==> src/rtl/wb_pkg.sv <==
`default_nettype none
// +------------------------------------------------------------------------+
// | wb_pkg                                                                 |
// | Shared widths, arbiter FSM encoding and write-request bundle.          |
// | Revision: 1.0                                                          |
// +------------------------------------------------------------------------+
package wb_pkg;

  localparam int ADDR_W = 5;
  localparam int DATA_W = 32;

  typedef enum logic [0:0] {
    NORMAL = 1'b0,
    DRAIN  = 1'b1
  } wb_state_e;

  typedef struct packed {
    logic              wen;
    logic [ADDR_W-1:0] waddr;
    logic [DATA_W-1:0] wdata;
  } wb_req_t;

endpackage
`default_nettype wire

==> src/rtl/wb_mul_queue.sv <==
`default_nettype none
// +------------------------------------------------------------------------+
// | wb_mul_queue                                                           |
// | Multiplier result FIFO with per-entry valid bit and address kill port. |
// | Revision: 1.0                                                          |
// +------------------------------------------------------------------------+
module wb_mul_queue #(
  parameter int ADDR_W  = 5,
  parameter int DATA_W  = 32,
  parameter int Q_DEPTH = 2
) (
  input  logic                       clk,
  input  logic                       rsta_n,
  input  logic                       push_i,
  input  logic                       push_kill_i,
  input  logic [ADDR_W-1:0]          push_waddr_i,
  input  logic [DATA_W-1:0]          push_wdata_i,
  input  logic                       pop_i,
  input  logic                       kill_i,
  input  logic [ADDR_W-1:0]          kill_addr_i,
  output logic [ADDR_W-1:0]          head_waddr_o,
  output logic [DATA_W-1:0]          head_wdata_o,
  output logic                       head_valid_o,
  output logic [$clog2(Q_DEPTH):0]   count_o
);
  import wb_pkg::*;

  localparam int C_PTR_W = $clog2(Q_DEPTH);
  localparam int C_CNT_W = C_PTR_W + 1;

  logic [ADDR_W-1:0]  addr_q [Q_DEPTH];
  logic [DATA_W-1:0]  data_q [Q_DEPTH];
  logic [Q_DEPTH-1:0] vld_q;
  logic [C_PTR_W-1:0] wr_ptr_q;
  logic [C_PTR_W-1:0] rd_ptr_q;
  logic [C_CNT_W-1:0] count_q;

  always_ff @(posedge clk or negedge rsta_n) begin
    if (!rsta_n) begin
      vld_q    <= '0;
      wr_ptr_q <= '0;
      rd_ptr_q <= '0;
      count_q  <= '0;
      for (int i = 0; i < Q_DEPTH; i++) begin
        addr_q[i] <= '0;
        data_q[i] <= '0;
      end
    end else begin
      // The slot being written is never occupied, so a push overrides any kill on it.
      for (int i = 0; i < Q_DEPTH; i++) begin
        if (push_i && (wr_ptr_q == C_PTR_W'(i))) begin
          vld_q[i]  <= !push_kill_i;
          addr_q[i] <= push_waddr_i;
          data_q[i] <= push_wdata_i;
        end else if (kill_i && (addr_q[i] == kill_addr_i)) begin
          vld_q[i] <= 1'b0;
        end
      end
      if (push_i) wr_ptr_q <= wr_ptr_q + 1'b1;
      if (pop_i)  rd_ptr_q <= rd_ptr_q + 1'b1;
      count_q <= count_q + C_CNT_W'(push_i) - C_CNT_W'(pop_i);
    end
  end

  assign head_waddr_o = addr_q[rd_ptr_q];
  assign head_wdata_o = data_q[rd_ptr_q];
  assign head_valid_o = vld_q[rd_ptr_q] && (count_q != '0);
  assign count_o      = count_q;

endmodule
`default_nettype wire

==> src/rtl/wb_port_arbiter.sv <==
`default_nettype none
// +------------------------------------------------------------------------+
// | wb_port_arbiter                                                        |
// | Shares the register-file write port between MEM/WB and mul results.   |
// | Revision: 1.0                                                          |
// +------------------------------------------------------------------------+
module wb_port_arbiter #(
  parameter int DATA_W   = 32,
  parameter int ADDR_W   = 5,
  parameter int Q_DEPTH  = 2,
  parameter int MAX_WAIT = 4
) (
  input  logic                       clk,
  input  logic                       rsta_n,
  input  logic                       pipe_valid,
  input  logic                       pipe_wen,
  input  logic [ADDR_W-1:0]          pipe_waddr,
  input  logic [DATA_W-1:0]          pipe_wdata,
  output logic                       pipe_allow_in,
  input  logic                       mul_valid,
  output logic                       mul_ready,
  input  logic [ADDR_W-1:0]          mul_waddr,
  input  logic [DATA_W-1:0]          mul_wdata,
  output logic                       rf_wen,
  output logic [ADDR_W-1:0]          rf_waddr,
  output logic [DATA_W-1:0]          rf_wdata,
  output logic [$clog2(Q_DEPTH):0]   mul_pending
);
  import wb_pkg::*;

  localparam int                   C_CNT_W    = $clog2(Q_DEPTH) + 1;
  localparam int                   C_WAIT_W   = $clog2(MAX_WAIT + 1);
  localparam logic [C_CNT_W-1:0]   C_DEPTH    = C_CNT_W'(Q_DEPTH);
  localparam logic [C_WAIT_W-1:0]  C_MAX_WAIT = C_WAIT_W'(MAX_WAIT);

  wb_state_e           state_q, state_d;
  logic [C_WAIT_W-1:0] wait_q, wait_d;
  logic                rf_wen_q, rf_wen_d;
  logic [ADDR_W-1:0]   rf_waddr_q, rf_waddr_d;
  logic [DATA_W-1:0]   rf_wdata_q, rf_wdata_d;

  logic [ADDR_W-1:0]   w_head_waddr;
  logic [DATA_W-1:0]   w_head_wdata;
  logic                w_head_valid;
  logic [C_CNT_W-1:0]  w_count;
  logic [C_CNT_W-1:0]  w_count_next;
  logic                w_empty;
  logic                w_full;
  logic                w_enq;
  logic                w_pipe_write;
  logic                w_push_kill;
  logic                w_pop;
  logic                w_grant;
  logic [ADDR_W-1:0]   w_gaddr;
  logic [DATA_W-1:0]   w_gdata;

  assign w_empty       = (w_count == '0);
  assign w_full        = (w_count == C_DEPTH);
  assign pipe_allow_in = (state_q == NORMAL);
  assign mul_ready     = (w_count < C_DEPTH);
  assign w_enq         = mul_valid && mul_ready;
  assign w_pipe_write  = pipe_valid && pipe_allow_in && pipe_wen && (pipe_waddr != '0);
  // A pipe write is younger than any multiplier result arriving in the same cycle.
  assign w_push_kill   = w_pipe_write && (mul_waddr == pipe_waddr);
  assign w_count_next  = w_count + C_CNT_W'(w_enq) - C_CNT_W'(w_pop);

  wb_mul_queue #(
    .ADDR_W  (ADDR_W),
    .DATA_W  (DATA_W),
    .Q_DEPTH (Q_DEPTH)
  ) u_queue (
    .clk          (clk),
    .rsta_n       (rsta_n),
    .push_i       (w_enq),
    .push_kill_i  (w_push_kill),
    .push_waddr_i (mul_waddr),
    .push_wdata_i (mul_wdata),
    .pop_i        (w_pop),
    .kill_i       (w_pipe_write),
    .kill_addr_i  (pipe_waddr),
    .head_waddr_o (w_head_waddr),
    .head_wdata_o (w_head_wdata),
    .head_valid_o (w_head_valid),
    .count_o      (w_count)
  );

  always_comb begin
    w_pop   = 1'b0;
    w_grant = 1'b0;
    w_gaddr = '0;
    w_gdata = '0;
    if ((state_q == NORMAL) && w_pipe_write) begin
      w_grant = 1'b1;
      w_gaddr = pipe_waddr;
      w_gdata = pipe_wdata;
    end else if (!w_empty) begin
      // Killed heads are retired without using the port.
      w_pop   = 1'b1;
      w_grant = w_head_valid;
      w_gaddr = w_head_waddr;
      w_gdata = w_head_wdata;
    end
  end

  always_comb begin
    wait_d = wait_q;
    if (w_empty || w_pop) begin
      wait_d = '0;
    end else if (w_head_valid && (wait_q != C_MAX_WAIT)) begin
      wait_d = wait_q + 1'b1;
    end
  end

  always_comb begin
    state_d = state_q;
    case (state_q)
      NORMAL: begin
        if ((w_full && w_pipe_write && !w_pop) || (wait_d == C_MAX_WAIT)) begin
          state_d = DRAIN;
        end
      end
      DRAIN: begin
        if (w_count_next == '0) state_d = NORMAL;
      end
      default: state_d = NORMAL;
    endcase
  end

  always_comb begin
    rf_wen_d   = w_grant && (w_gaddr != '0);
    rf_waddr_d = w_grant ? w_gaddr : rf_waddr_q;
    rf_wdata_d = w_grant ? w_gdata : rf_wdata_q;
  end

  always_ff @(posedge clk or negedge rsta_n) begin
    if (!rsta_n) begin
      state_q    <= NORMAL;
      wait_q     <= '0;
      rf_wen_q   <= 1'b0;
      rf_waddr_q <= '0;
      rf_wdata_q <= '0;
    end else begin
      state_q    <= state_d;
      wait_q     <= wait_d;
      rf_wen_q   <= rf_wen_d;
      rf_waddr_q <= rf_waddr_d;
      rf_wdata_q <= rf_wdata_d;
    end
  end

  assign rf_wen      = rf_wen_q;
  assign rf_waddr    = rf_waddr_q;
  assign rf_wdata    = rf_wdata_q;
  assign mul_pending = w_count;

endmodule
`default_nettype wire

==> config.mk <==
export PLATFORM = sky130hd
export DESIGN_NAME = wb_port_arbiter
export DESIGN_NICKNAME = d
export VERILOG_FILES = /design/src/rtl/wb_pkg.sv /design/src/rtl/wb_mul_queue.sv /design/src/rtl/wb_port_arbiter.sv
export SDC_FILE = /design/constraint.sdc
export NUM_CORES = 1
export LEC_CHECK = 0
export ABC_AREA = 0
export BUFFER_PORTS_ARGS = -buffer_cell sky130_fd_sc_hd__clkbuf_2
export CAP_MARGIN = 5
export CELL_PAD_IN_SITES_DETAIL_PLACEMENT = 1
export CELL_PAD_IN_SITES_GLOBAL_PLACEMENT = 1
export CORE_MARGIN = 2
export CORE_UTILIZATION = 35
export CTS_CLUSTER_SIZE = 14
export DETAILED_ROUTE_END_ITERATION = 12
export PLACE_DENSITY = 0.77
export SLEW_MARGIN = 10
export SYNTH_ARGS = -nofsm -noshare
export SYNTH_HDL_FRONTEND = slang
export SYNTH_SLANG_ARGS = --single-unit
export TNS_END_PERCENT = 100
==> constraint.sdc <==
create_clock -name clk -period 2.98 [get_ports clk]
set_input_delay 0.149 -clock clk [delete_from_list [all_inputs] [get_ports clk]]
set_output_delay 0.149 -clock clk [all_outputs]
set_load 0.05 [all_outputs]
==> results.sh <==
export IMPL_cts_setup_buffers=0
export IMPL_fin_tns_setup_ns=0
export IMPL_skew_ns=0.00650
export IMPL_vias=4395
export IMPL_start_util=0.353
export IMPL_route_detailed_drc=0
export IMPL_antenna_found_initial=0
export IMPL_power_density_mw_per_mm2=1230
export IMPL_fin_nets=717
export IMPL_drt_pass1_iter_count=4
export IMPL_htree_levels=4
export IMPL_clock_path_buffers=2
export IMPL_cp_data_required_time_ns=3.26
export IMPL_status="complete, no violations"
export IMPL_fmax_mhz=414
export IMPL_finalHoldViolations=0
export IMPL_netlist_instances=451
export IMPL_dieArea_mm2=0.0176
export IMPL_cts_tree="yes"
export IMPL_routed_wl_um=16300
export IMPL_ys_async_sr_fraction=1.00
export IMPL_cp_start_kind="flop"
export IMPL_synthesis_area_mm2=0.00580
export IMPL_pwr_share_comb=0.472
export IMPL_rsz0062_at_grt="false"
export IMPL_pwr_share_seq=0.312
export IMPL_p_sw_w=0.00406
export IMPL_gp_congestion=0.788
export IMPL_dp_hpwl_um=10200
export IMPL_crit_arrival_ns=2.70
export IMPL_tightest_slew_ns=0.693
export IMPL_maxCapViolations=0
export IMPL_cts_clk_slew_worst_paths_ns=0.05
export IMPL_seq_area_frac_synth=0.527
export IMPL_synth_area_leaders="dfrtp_1 53%, mux2_2 15%, mux2i_1 6.6%"
export IMPL_cts_root_buf="clkbuf_16"
export IMPL_clock_power_share=0.215
export IMPL_synth_cell_types=47
export IMPL_ant_nets=0
export IMPL_grt_max_degree=68
export IMPL_grt_usage=0.196
export IMPL_cp_startpoint="state_q"
export IMPL_cts_buffers=17
export IMPL_chipHeight_um=133
export IMPL_mappedNetlistNets=533
export IMPL_slew_headroom=0.538
export IMPL_end_kind="flop"
export IMPL_clock_sinks=122
export IMPL_setup_viol=0
export IMPL_final_area_mm2=0.00785
export IMPL_drive_above_1_share=0.427
export IMPL_num_antenna_cells=0
export IMPL_io_pins=121
export IMPL_dp_cells=772
export IMPL_leakage_nw=3.61
export IMPL_period_minus_slack_ns=2.41
export IMPL_peakVddDrop_v=0.000616
export IMPL_yosysMostFrequentCell="dfrtp_1"
export IMPL_path_class="flop to flop"
export IMPL_synth_edf_count=0
export IMPL_die_w_um=133
export IMPL_synth_commonest_cells="122 x dfrtp_1, 79 x mux2_2, 41 x nand2_1"
export IMPL_ys_seq_elements=122
export IMPL_worstSkewPairLatency_ns=0.42
export IMPL_p_int_w=0.00564
export IMPL_syn_avg_cell_area_um2=12.9
export IMPL_post_synth_top_area_cell="dfrtp_1"
export IMPL_timing_rr_start="state_q"
export IMPL_fin_crit_sh=0.810
export IMPL_drt_iter0_markers=142
export IMPL_power_w=0.00969
export IMPL_drv_slew=0
export IMPL_postPlaceCellArea_mm2=0.00662
export IMPL_core_area_mm2=0.0164
export IMPL_min_from="mul_waddr[1]"
export IMPL_avgViaCountPerCell=5.06
export IMPL_synth_ff_type="dfrtp_1"
export IMPL_hold_class="primary input to flop"
export IMPL_syn2layout_area_growth_pct=35.5
export IMPL_cts_resized=0
export IMPL_rows=47
export IMPL_synth_warnings=0
export IMPL_layoutNonFillerInstCount=868
export IMPL_grt_ovfl_total=0
export IMPL_placement_io_buffers=120
export IMPL_post_drt_wl_per_cell_um=18.8
export IMPL_synth_top_cell_area_share=0.527
export IMPL_grt_pass1_vias=5108
export IMPL_path_max_fanout=8
export IMPL_switching_share=0.419
export IMPL_grt_pass1_wl_um=26900
==> power groups by stage <==
stage          combinational (W)  sequential, W  clock [W]
4_1_cts                  0.00461        0.00302    0.00212
3_3_place_gp             0.00435        0.00297          0
6_report                 0.00458        0.00303    0.00209
5_1_grt                  0.00491        0.00314    0.00220
2_1_floorplan            0.00264        0.00379          0
3_5_place_dp             0.00452        0.00304          0
==> cells in the final DEF, fill, tap and decap left out, types with 2 or more instances in the layout <==
cell / n
o211ai_1: 2
xnor2_1: 15
nor4_1: 2
buf_4: 10
mux2_2: 79
mux2_1: 2
dlygate4sd3_1: 64
o31ai_1: 4
buf_12: 2
clkbuf_1: 5
clkbuf_16: 17
nand2_2: 2
clkbuf_8: 2
xor2_1: 6
ha_1: 3
bufinv_16: 3
nor2b_1: 2
nor3_1: 3
o211ai_2: 30
clkinv_2: 4
clkbuf_2: 119
nand2_1: 40
nor2_1: 3
mux2i_1: 38
inv_1: 4
dfrtp_1: 121
nand3_1: 37
o21ai_0: 3
==> cell type report <==
type	count	area, um2
Clock inverter	8	118
Tap cell	220	275
Timing Repair Buffer	195	1350
Multi-Input combinational cell	295	2570
Inverter	4	15.0
Fill cell	1734	8560
Clock buffer	24	472
Sequential cell	122	3050
==> path summary, 6_finish.rpt <==
| kind | slack (ns) | depth (start not counted) | to |
|---|---|---|---|
| setup / recovery | 0.57 | 9 | state_q |
| hold / removal | 0.02 | 2 | u_queue.addr_q[1] |
| setup reg to reg | 0.57 | 9 | state_q |
| hold reg to reg | 0.50 | 1 | rf_waddr[3] |
| max in group asynchronous | 2.05 | 3 | u_queue.rd_ptr_q |
| min in group asynchronous | 0.20 | 2 | u_queue.data_q[8] |
==> cell families after synthesis <==
logic type,share of synthesized area
XOR/XNOR,0.0317
buffers and inverters,0.0324
flip-flops,0.527
adder cells (fa/ha/maj),0.00648
AND/OR/NAND/NOR,0.0848
AO/OA/AOI/OAI,0.0948
multiplexers,0.223
==> flip-flops by register name (all words and copies together), names as in the netlist <==
name              cells
rf_wen                1
u_queue.addr_q       10
u_queue.data_q       64
u_queue.rd_ptr_q      1
u_queue.vld_q         2
rf_waddr              5
wait_q                3
state_q               1
rf_wdata             32
u_queue.count_o       2
u_queue.wr_ptr_q      1
==> layer usage <==
metal / up-vias / GRT usage / wire [um]
met5: - / 0 / 0
li1: 1999 / - / -
met4: 0 / 0.0741 / 289
met2: 122 / 0.349 / 8600
met1: 2251 / 0.232 / 6850
met3: 23 / 0.0406 / 558
==> metrics by stage <==
step / util / hold slack (ns) / worst slack (ns)
2_1_floorplan: - / -0.147 / 0.576
3_3_place_gp: 0.404 / 0.0898 / 0.546
6_report: 0.479 / 0.0246 / 0.567
5_1_grt: 0.479 / 0.0236 / 0.394
4_1_cts: 0.479 / 0.00393 / 0.576
3_5_place_dp: 0.404 / 0.0965 / 0.484
==> timing repair <==
item,in CTS,in global routing
hold buffers,64,0
hold endpoints to repair,119,0
setup endpoints to repair,0,0
==> critical path, stage by stage (launching register included) <==
cell and delay [ns]:
dfrtp_1 0.39, and3b_1 0.48, o21a_2 0.23, nor2_1 0.06, xnor2_1 0.13, ha_1 0.19, xnor2_1 0.16, or3_1 0.33
nor4_1 0.21, a211oi_1 0.09
(Power assumes the default switching activity.)
